### config.mk
export PLATFORM = sky130hd
export DESIGN_NAME = window_peak_detector
export DESIGN_NICKNAME = d
export VERILOG_FILES = /design/src/rtl/window_peak_detector.sv
export SDC_FILE = /design/constraint.sdc
export NUM_CORES = 1
export LEC_CHECK = 0
export CORE_MARGIN = 2
export CORE_UTILIZATION = 45
export CTS_BUF_LIST = sky130_fd_sc_hd__clkbuf_4
export CTS_CLUSTER_DIAMETER = 100
export DETAILED_ROUTE_END_ITERATION = 10
export PLACE_DENSITY = 0.72
export SLEW_MARGIN = 25
export SYNTH_ARGS = -nofsm -noshare
export SYNTH_HDL_FRONTEND = slang
export SYNTH_SLANG_ARGS = --single-unit
export TNS_END_PERCENT = 1
### constraint.sdc
create_clock -name clk -period 4.2 [get_ports clk]
set_input_delay 0.84 -clock clk [delete_from_list [all_inputs] [get_ports clk]]
set_output_delay 0.84 -clock clk [all_outputs]
set_load 0.05 [all_outputs]
### src/rtl/window_peak_detector.sv
// Tracks the largest-magnitude sample (with its I/Q and index) over fixed windows of WIN accepted samples.
// Optional threshold flag on each window result when WINDOW_PEAK_THRESH_EN is defined.
module window_peak_detector #(
   parameter int unsigned DW   = 16,
   parameter int unsigned MW   = 33,
   parameter int unsigned WIN  = 32,
   parameter int unsigned IDXW = 5
) (
   input  logic            clk,
   input  logic            reset,
   input  logic            in_valid,
   input  logic [MW-1:0]   in_mag,
   input  logic [DW-1:0]   in_i,
   input  logic [DW-1:0]   in_q,
   input  logic            restart,
   output logic            out_valid,
   output logic [MW-1:0]   out_mag,
   output logic [DW-1:0]   out_i,
   output logic [DW-1:0]   out_q,
   output logic [IDXW-1:0] out_idx,
   output logic [IDXW-1:0] win_pos
`ifdef WINDOW_PEAK_THRESH_EN
   ,
   input  logic [MW-1:0]   thresh,
   output logic            out_hit
`endif
);

   localparam logic [IDXW-1:0] LAST_IDX  = IDXW'(WIN - 1);
   localparam logic [IDXW-1:0] AFTER_RST = (WIN == 1) ? '0 : IDXW'(1);

   logic [IDXW-1:0] win_pos_q, win_pos_d;
   logic [MW-1:0]   max_mag_q, max_mag_d;
   logic [DW-1:0]   max_i_q, max_i_d;
   logic [DW-1:0]   max_qv_q, max_qv_d;
   logic [IDXW-1:0] max_idx_q, max_idx_d;

   logic            out_valid_q, out_valid_d;
   logic [MW-1:0]   out_mag_q, out_mag_d;
   logic [DW-1:0]   out_i_q, out_i_d;
   logic [DW-1:0]   out_qv_q, out_qv_d;
   logic [IDXW-1:0] out_idx_q, out_idx_d;
`ifdef WINDOW_PEAK_THRESH_EN
   logic            out_hit_q, out_hit_d;
`endif

   logic            take_new;
   logic [MW-1:0]   cand_mag;
   logic [DW-1:0]   cand_i;
   logic [DW-1:0]   cand_qv;
   logic [IDXW-1:0] cand_idx;

   // Running max including the current sample; index 0 always loads, later ones need a strict win
   always_comb begin
      take_new = (win_pos_q == '0) || (in_mag > max_mag_q);
      cand_mag = take_new ? in_mag    : max_mag_q;
      cand_i   = take_new ? in_i      : max_i_q;
      cand_qv  = take_new ? in_q      : max_qv_q;
      cand_idx = take_new ? win_pos_q : max_idx_q;
   end

   always_comb begin
      win_pos_d   = win_pos_q;
      max_mag_d   = max_mag_q;
      max_i_d     = max_i_q;
      max_qv_d    = max_qv_q;
      max_idx_d   = max_idx_q;
      out_valid_d = 1'b0;
      out_mag_d   = out_mag_q;
      out_i_d     = out_i_q;
      out_qv_d    = out_qv_q;
      out_idx_d   = out_idx_q;
`ifdef WINDOW_PEAK_THRESH_EN
      out_hit_d   = out_hit_q;
`endif
      if (restart) begin
         // Restart wins over window completion; a coincident sample opens the new window
         win_pos_d = '0;
         if (in_valid) begin
            win_pos_d = AFTER_RST;
            max_mag_d = in_mag;
            max_i_d   = in_i;
            max_qv_d  = in_q;
            max_idx_d = '0;
         end
      end else if (in_valid) begin
         max_mag_d = cand_mag;
         max_i_d   = cand_i;
         max_qv_d  = cand_qv;
         max_idx_d = cand_idx;
         if (win_pos_q == LAST_IDX) begin
            win_pos_d   = '0;
            out_valid_d = 1'b1;
            out_mag_d   = cand_mag;
            out_i_d     = cand_i;
            out_qv_d    = cand_qv;
            out_idx_d   = cand_idx;
`ifdef WINDOW_PEAK_THRESH_EN
            out_hit_d   = (cand_mag >= thresh);
`endif
         end else begin
            win_pos_d = win_pos_q + IDXW'(1);
         end
      end
   end

   always_ff @(posedge clk) begin
      if (reset) begin
         win_pos_q   <= '0;
         max_mag_q   <= '0;
         max_i_q     <= '0;
         max_qv_q    <= '0;
         max_idx_q   <= '0;
         out_valid_q <= 1'b0;
         out_mag_q   <= '0;
         out_i_q     <= '0;
         out_qv_q    <= '0;
         out_idx_q   <= '0;
`ifdef WINDOW_PEAK_THRESH_EN
         out_hit_q   <= 1'b0;
`endif
      end else begin
         win_pos_q   <= win_pos_d;
         max_mag_q   <= max_mag_d;
         max_i_q     <= max_i_d;
         max_qv_q    <= max_qv_d;
         max_idx_q   <= max_idx_d;
         out_valid_q <= out_valid_d;
         out_mag_q   <= out_mag_d;
         out_i_q     <= out_i_d;
         out_qv_q    <= out_qv_d;
         out_idx_q   <= out_idx_d;
`ifdef WINDOW_PEAK_THRESH_EN
         out_hit_q   <= out_hit_d;
`endif
      end
   end

   assign win_pos   = win_pos_q;
   assign out_valid = out_valid_q;
   assign out_mag   = out_mag_q;
   assign out_i     = out_i_q;
   assign out_q     = out_qv_q;
   assign out_idx   = out_idx_q;
`ifdef WINDOW_PEAK_THRESH_EN
   assign out_hit   = out_hit_q;
`endif

endmodule

==> results of run 1 <==
==> layout by cell type (no fill, tap or decap), types with 5 or more instances in the layout <==
master,netlist,routed
nand2_1,83,83
o21ai_1,41,41
o21ai_0,36,36
inv_1,39,39
a21oi_1,20,19
nor3_1,6,6
mux2i_1,134,134
clkdlybuf4s50_1,0,143
ha_1,36,36
dfxtp_1,146,146
clkbuf_4,0,18
nand3_1,5,5
nand4_1,8,8
nor2_1,72,72
clkinv_2,0,5
==> per-stage QoR <==
stage | power (mW) | worst slack [ns] | std cells | util, %
2_1_floorplan | 1.74 | 1.31 | 702 | -
3_3_place_gp | 1.87 | 0.473 | 995 | 56.5
3_5_place_dp | 1.88 | 0.394 | 995 | 56.5
4_1_cts | 2.68 | 1.01 | 1023 | 58.1
5_1_grt | 2.78 | 0.854 | 1025 | 58.3
6_report | 2.64 | 0.959 | 1025 | 58.3
==> kinds of logic (layout without fill, tap and decap cells) <==
family | after synthesis | in the layout
AOI/OAI and AO/OA | 112 | 112
adders and majority gates | 36 | 36
buffers and inverters | 82 | 220
DFF | 146 | 146
muxes | 134 | 134
other | 0 | 1
and+or+nand+nor | 192 | 192
==> registers in the layout, summed over array words and instances (netlist names), 5 cells and up <==
| signal | flops |
|---|---|
| max_i_q | 16 |
| max_idx_q | 5 |
| max_mag_q | 33 |
| max_qv_q | 16 |
| out_i | 16 |
| out_idx | 5 |
| out_mag | 33 |
| out_q | 16 |
| win_pos | 5 |
==> layout make-up <==
cell class / instances / area, um^2 / share of cell area [%]
antenna: 1 / 2.50 / 0.0297
clock buffer: 18 / 135 / 1.61
clock inverter: 10 / 96.3 / 1.14
inverter: 40 / 150 / 1.78
multi-input combinational: 474 / 3310 / 39.4
sequential: 146 / 2920 / 34.7
tap: 184 / 230 / 2.74
timing repair buffer: 152 / 1570 / 18.6
==> per-layer routing <==
| layer | vias up | track usage [%] | share of wire [%] |
|---|---|---|---|
| li1 | 2679 | - | - |
| met1 | 2550 | 25.1 | 45 |
| met5 | - | 0 | 0 |
| met3 | 23 | 5.31 | 5.0 |
| met4 | 0 | 7.58 | 1.8 |
| met2 | 119 | 34.5 | 48 |
==> Yosys cell counts (3+ instances only) <==
library cell  number  area (um^2)
o21ai_0           36          180
nor3_1             6         30.0
clkbuf_1          27          101
nor2_1            72          270
o311ai_0           3         26.3
buf_6              6         67.6
inv_1             39          146
dfxtp_1          146         2920
nand3b_1           4         30.0
buf_4              8         60.1
nand4_1            8         50.1
nand3_1            5         25.0
nand2_1           83          312
mux2i_1          134         1340
a21oi_1           20          100
o21ai_1           41          205
ha_1              36          450
==> critical path, delay by kind of cell <==
family | cells | cell delay [ns]
buffers and inverters | 2 | 0.91
adders and majority gates | 1 | 0.34
muxes | 1 | 0.25
AOI/OAI and AO/OA | 6 | 1.27
==> power by group <==
group | switching, mW | internal [mW] | total [mW] | leakage, nW
clock | 0.454 | 0.336 | 0.790 | 0.135
combinational | 0.206 | 0.195 | 0.401 | 1.94
sequential | 0.0265 | 1.43 | 1.45 | 1.19
==> final timing paths <==
path              cells after the start           to  slack, ns
setup / recovery                     10  out_mag[23]       0.96
setup reg to reg                     10  out_mag[23]       1.34
hold / removal                        2     out_i[6]       0.46
hold reg to reg                       2     out_i[6]       0.46
==> flow_summary.yaml, run 1 <==
die:
  die_area_um2: 15600
  rows: 44
  die_x_um: 125
  core_um2: 14400
  die_y_um: 125
  initial_core_util_pct: 45.7
  io_pins: 145
power_and_ir_drop:
  leakage_nw: 3.27
  ir_drop_mv: 0.144
  power.density_nw_per_um2: 314
layout:
  fillCellCount: 1253
  final_nets: 936
  area_delta_synth_final_pct: 27.6
  drive_gt1_share_pct: 5.24
  fin_area_um2: 8420
clocking:
  clk_pin_slew_ns: 0.11
  cts_made_buffers: 17
  cts.sinks: 146
  ctsHoldBuffers: 0
  htree_levels: 4
  clock_latency_ns: 0.53
  post-cts-setup-buffers: 0
  clock_path_buffers: 2
  cts_root_buf: "clkbuf_4"
  post_cts_resized: 0
  cts_tree: "done"
placed_design:
  place_congestion: 0.759
  port_buffers: 144
  dpl_cell_area_um2: 8150
  dp_hpwl_mm: 10.9
setup_path:
  path_max_fanout: 26
  crit_path_max_incr_delay_ns: 0.46
  startpoint: "in_mag[12]"
  startpoint_type: "primary input"
  r2r-start: "max_mag_q[12]"
  critPathArrivalTime_ns: 3.63
  path_cells: "clkdlybuf4s50_1 > ha_1 > a21oi_1 > o21ai_0 > a221oi_1 > o211ai_1 > o31ai_4 > buf_4 > mux2i_1 > o21ai_1"
  path_class: "in -> reg"
  critical-path-slowest-cell: "buf_4"
  required_ns: 4.59
  crit_path_end_kind: "flip-flop"
timing:
  hold_ws_ns: 0.456
  rsz0062_at_grt: "false"
  fmax_mhz: 309
  setup_viol: 0
  period_share_pct: 77.2
  skew_ns: 0.0102
  hold_violations: 0
  fin_crit_ns: 3.24
  finalMaxSlewViolations: 0
  worst_slew_pin_slew_ns: 0.721
  finalSetupTns_ns: 0
  max_slew_margin_pct: 51.8
yosys:
  synth_warnings: 0
  synthFlopType: "dfxtp_1"
  ys_types: 42
  ys_seq_elements: 146
  synthMuxAreaShare_pct: 20.3
  synth_top_family_by_area: "multiplexers"
  synth.avg_cell_area_um2: 9.39
  ys_seq_area_share_pct: 44.3
  synth_fa_ha_area_share_pct: 6.83
  synthCells: 702
  netlist_area_um2: 6600
  synth-edff-count: 0
  synth-simple-area-share_pct: 12.9
  syn_nets: 807
  synthArstFlopShare_pct: 0
  yosys.area_share.xor_xnor_pct: 0
  synth-compound-area-share_pct: 9.68
global_route:
  antenna_found_initial: 1
  track_usage_pct: 20.4
  grt_max_degree: 56
  grt_pass1_vias: 5345
  grt_overflow: 0
  grt_pass1_wl_mm: 26.0
drt:
  first_pass_iters: 4
  wl_per_cell_um: 15.4
  drt_wl_total_mm: 15.8
  num_vias: 5371
  drc: 0
  vias_per_cell: 5.24
  ant_nets: 0
  drtIter0Drc: 276
hold_path:
  hp-start: "out_i[6]"
  hold_class: "reg -> reg"
flow_run:
  max_cap_violations: 0
outcome:
  status: "complete, no violations"
Note: power is estimated with default switching activity, not from simulation.
==> run 2, diff against run 1 <==
- clock period: 4.2 -> 3.15 ns (I/O delays scaled with it)
==> run 2 against run 1 <==
Compared with the run above:
- combinational power increased by 42%
- routed wire length increased by 1.0%
- clock skew increased by 0.0055 ns
- setup slack got worse by 0.82 ns
- power increased by 51%
- count of clock-buffer cells in the layout unchanged
- non-clock buffer count increased by 26
- final cell count increased by 2.9%
- clock power increased by 89%
- via count increased by 0.45%
- largest power group unchanged
==> flow_summary.yaml, run 2 (synthesis results as in run 1) <==
drt:
  wl_per_cell_um: 15.1
  wl_met1_mm: 6.97
  ant_nets: 0
  met2RoutedLength_mm: 7.82
  drc: 0
  met3WireLength_um: 792
  vias_per_cell: 5.11
  drtIter0Drc: 270
  first_pass_iters: 4
  routed.top_layer: "met4"
  drt_wl_total_mm: 15.9
  num_vias: 5395
global_route:
  grt_pass1_wl_mm: 26.2
  grt_max_degree: 50
  antenna_found_initial: 1
  grt_pass1_vias: 5513
  track_usage_pct: 20.6
  grt_overflow: 0
timing:
  fmax_mhz: 332
  finalMaxSlewViolations: 0
  skew_ns: 0.0157
  hold_ws_ns: 0.458
  max_slew_margin_pct: 51.4
  worst_slack_ns: 0.138
  setup_viol: 0
  period_share_pct: 95.6
  rsz0062_at_grt: "false"
  fin_crit_ns: 3.01
  hold_violations: 0
  worst_slew_pin_slew_ns: 0.727
hold_path:
  hold_class: "reg -> reg"
placed_design:
  port_buffers: 144
  place_ws_ns: -0.436
  dp_hpwl_mm: 11.6
  dpl.cell_count: 1022
  dpl_cell_area_um2: 8400
  place_congestion: 0.761
power_and_ir_drop:
  swShare_pct: 25.4
  intPower_mw: 2.98
  ir_drop_mv: 0.253
  combPwrFrac_pct: 14.2
  power.density_nw_per_um2: 456
  power.switching_mw: 1.02
  pwr-share-seq_pct: 48.4
  leakage_nw: 3.44
  p_clk_share_pct: 37.4
die:
  io_pins: 145
  core_um2: 14400
  die_y_um: 125
  initial_core_util_pct: 45.7
  rows: 44
  die_x_um: 125
  die_area_um2: 15600
clocking:
  cts_root_buf: "clkbuf_4"
  cts_made_buffers: 17
  cts.sinks: 146
  clock_latency_ns: 0.57
  htree_levels: 4
  post-cts-setup-buffers: 0
  ctsHoldBuffers: 0
  clock_path_buffers: 2
  cts_tree: "done"
  post_cts_resized: 0
  clk_pin_slew_ns: 0.13
outcome:
  status: "complete, no violations"
setup_path:
  required_ns: 3.57
  startpoint_type: "primary input"
  path_class: "in -> reg"
  crit_path_end_kind: "flip-flop"
  crit_path_max_incr_delay_ns: 0.47
  path_max_fanout: 22
  path_cells: "clkdlybuf4s50_1 > ha_1 > nand4_2 > nor4_2 > inv_2 > o211ai_1 > o31ai_4 > buf_4 > buf_12 > mux2i_1 > o21ai_0"
  critical-path-slowest-cell: "clkdlybuf4s50_1"
  cp_num_buf_inv: 4
  critPathTopFamily: "buffers and inverters"
  critPathArrivalTime_ns: 3.44
layout:
  layout.cells.non_filler: 1055
  final_util_pct: 60.9
  area_delta_synth_final_pct: 33.1
  final_nets: 962
  drive_gt1_share_pct: 8.74
  final_cell_mix: "dfxtp_1 (146), clkdlybuf4s50_1 (143), mux2i_1 (134)"
  final_common_cell: "dfxtp_1"
  fin_area_um2: 8780
  fillCellCount: 1204
flow_run:
  max_cap_violations: 0
run 2: cell count changes in the layout (fill, tap and decap cells not counted), moves of 2 or more:
cell and change:
clkinv_1 -2, bufinv_16 +4, buf_4 +23, clkinvlp_4 +5, buf_12 +4, clkinv_2 -4
run 2: metrics by stage:
step,power [mW],TNS (ns)
2_1_floorplan,2.32,0
3_3_place_gp,2.53,-35.16
3_5_place_dp,2.55,-46.14
4_1_cts,4.03,0
5_1_grt,4.17,0
6_report,4.00,0
run 2: power by group through the flow:
stage / Combinational [mW] / Sequential, mW / Clock, mW
finish: 0.568 / 1.94 / 1.49
global route: 0.625 / 1.95 / 1.60
CTS: 0.573 / 1.94 / 1.52
detailed placement: 0.570 / 1.98 / 0
global placement: 0.550 / 1.97 / 0
floorplan: 0.347 / 1.97 / 0
run 2: cell type report:
class / count / area, um^2 / share of cell area [%]
timing repair buffer: 178 / 1790 / 20.4
multi-input combinational: 474 / 3310 / 37.7
sequential: 146 / 2920 / 33.3
clock buffer: 18 / 135 / 1.54
clock inverter: 14 / 235 / 2.68
tap: 184 / 230 / 2.62
antenna: 1 / 2.50 / 0.0285
inverter: 40 / 150 / 1.71
run 2: metal layers:
metal | up-vias | GRT usage (%)
met5 | - | 0
met4 | 0 | 9.22
met3 | 26 | 5.61
met2 | 117 | 35.6
met1 | 2537 | 23.9
li1 | 2715 | -
run 2: final timing paths:
path,start,to,slack (ns),cells after the start
max,in_mag[32],out_q[8],0.14,11
min,out_mag[19],out_mag[19],0.46,2
max reg2reg,max_mag_q[31],out_q[8],0.31,11
min reg2reg,out_mag[19],out_mag[19],0.46,2
run 2: tightest hold or removal path: stages (launching register included):
cell and delay, ns:
dfxtp_1 0.33, nand2_1 0.05, o21ai_1 0.05
==> run 3, diff against run 2 <==
- SLEW_MARGIN: 25 -> 10
==> results of run 3 <==
Final layout, timing and power as in run 2 (identical DEF).
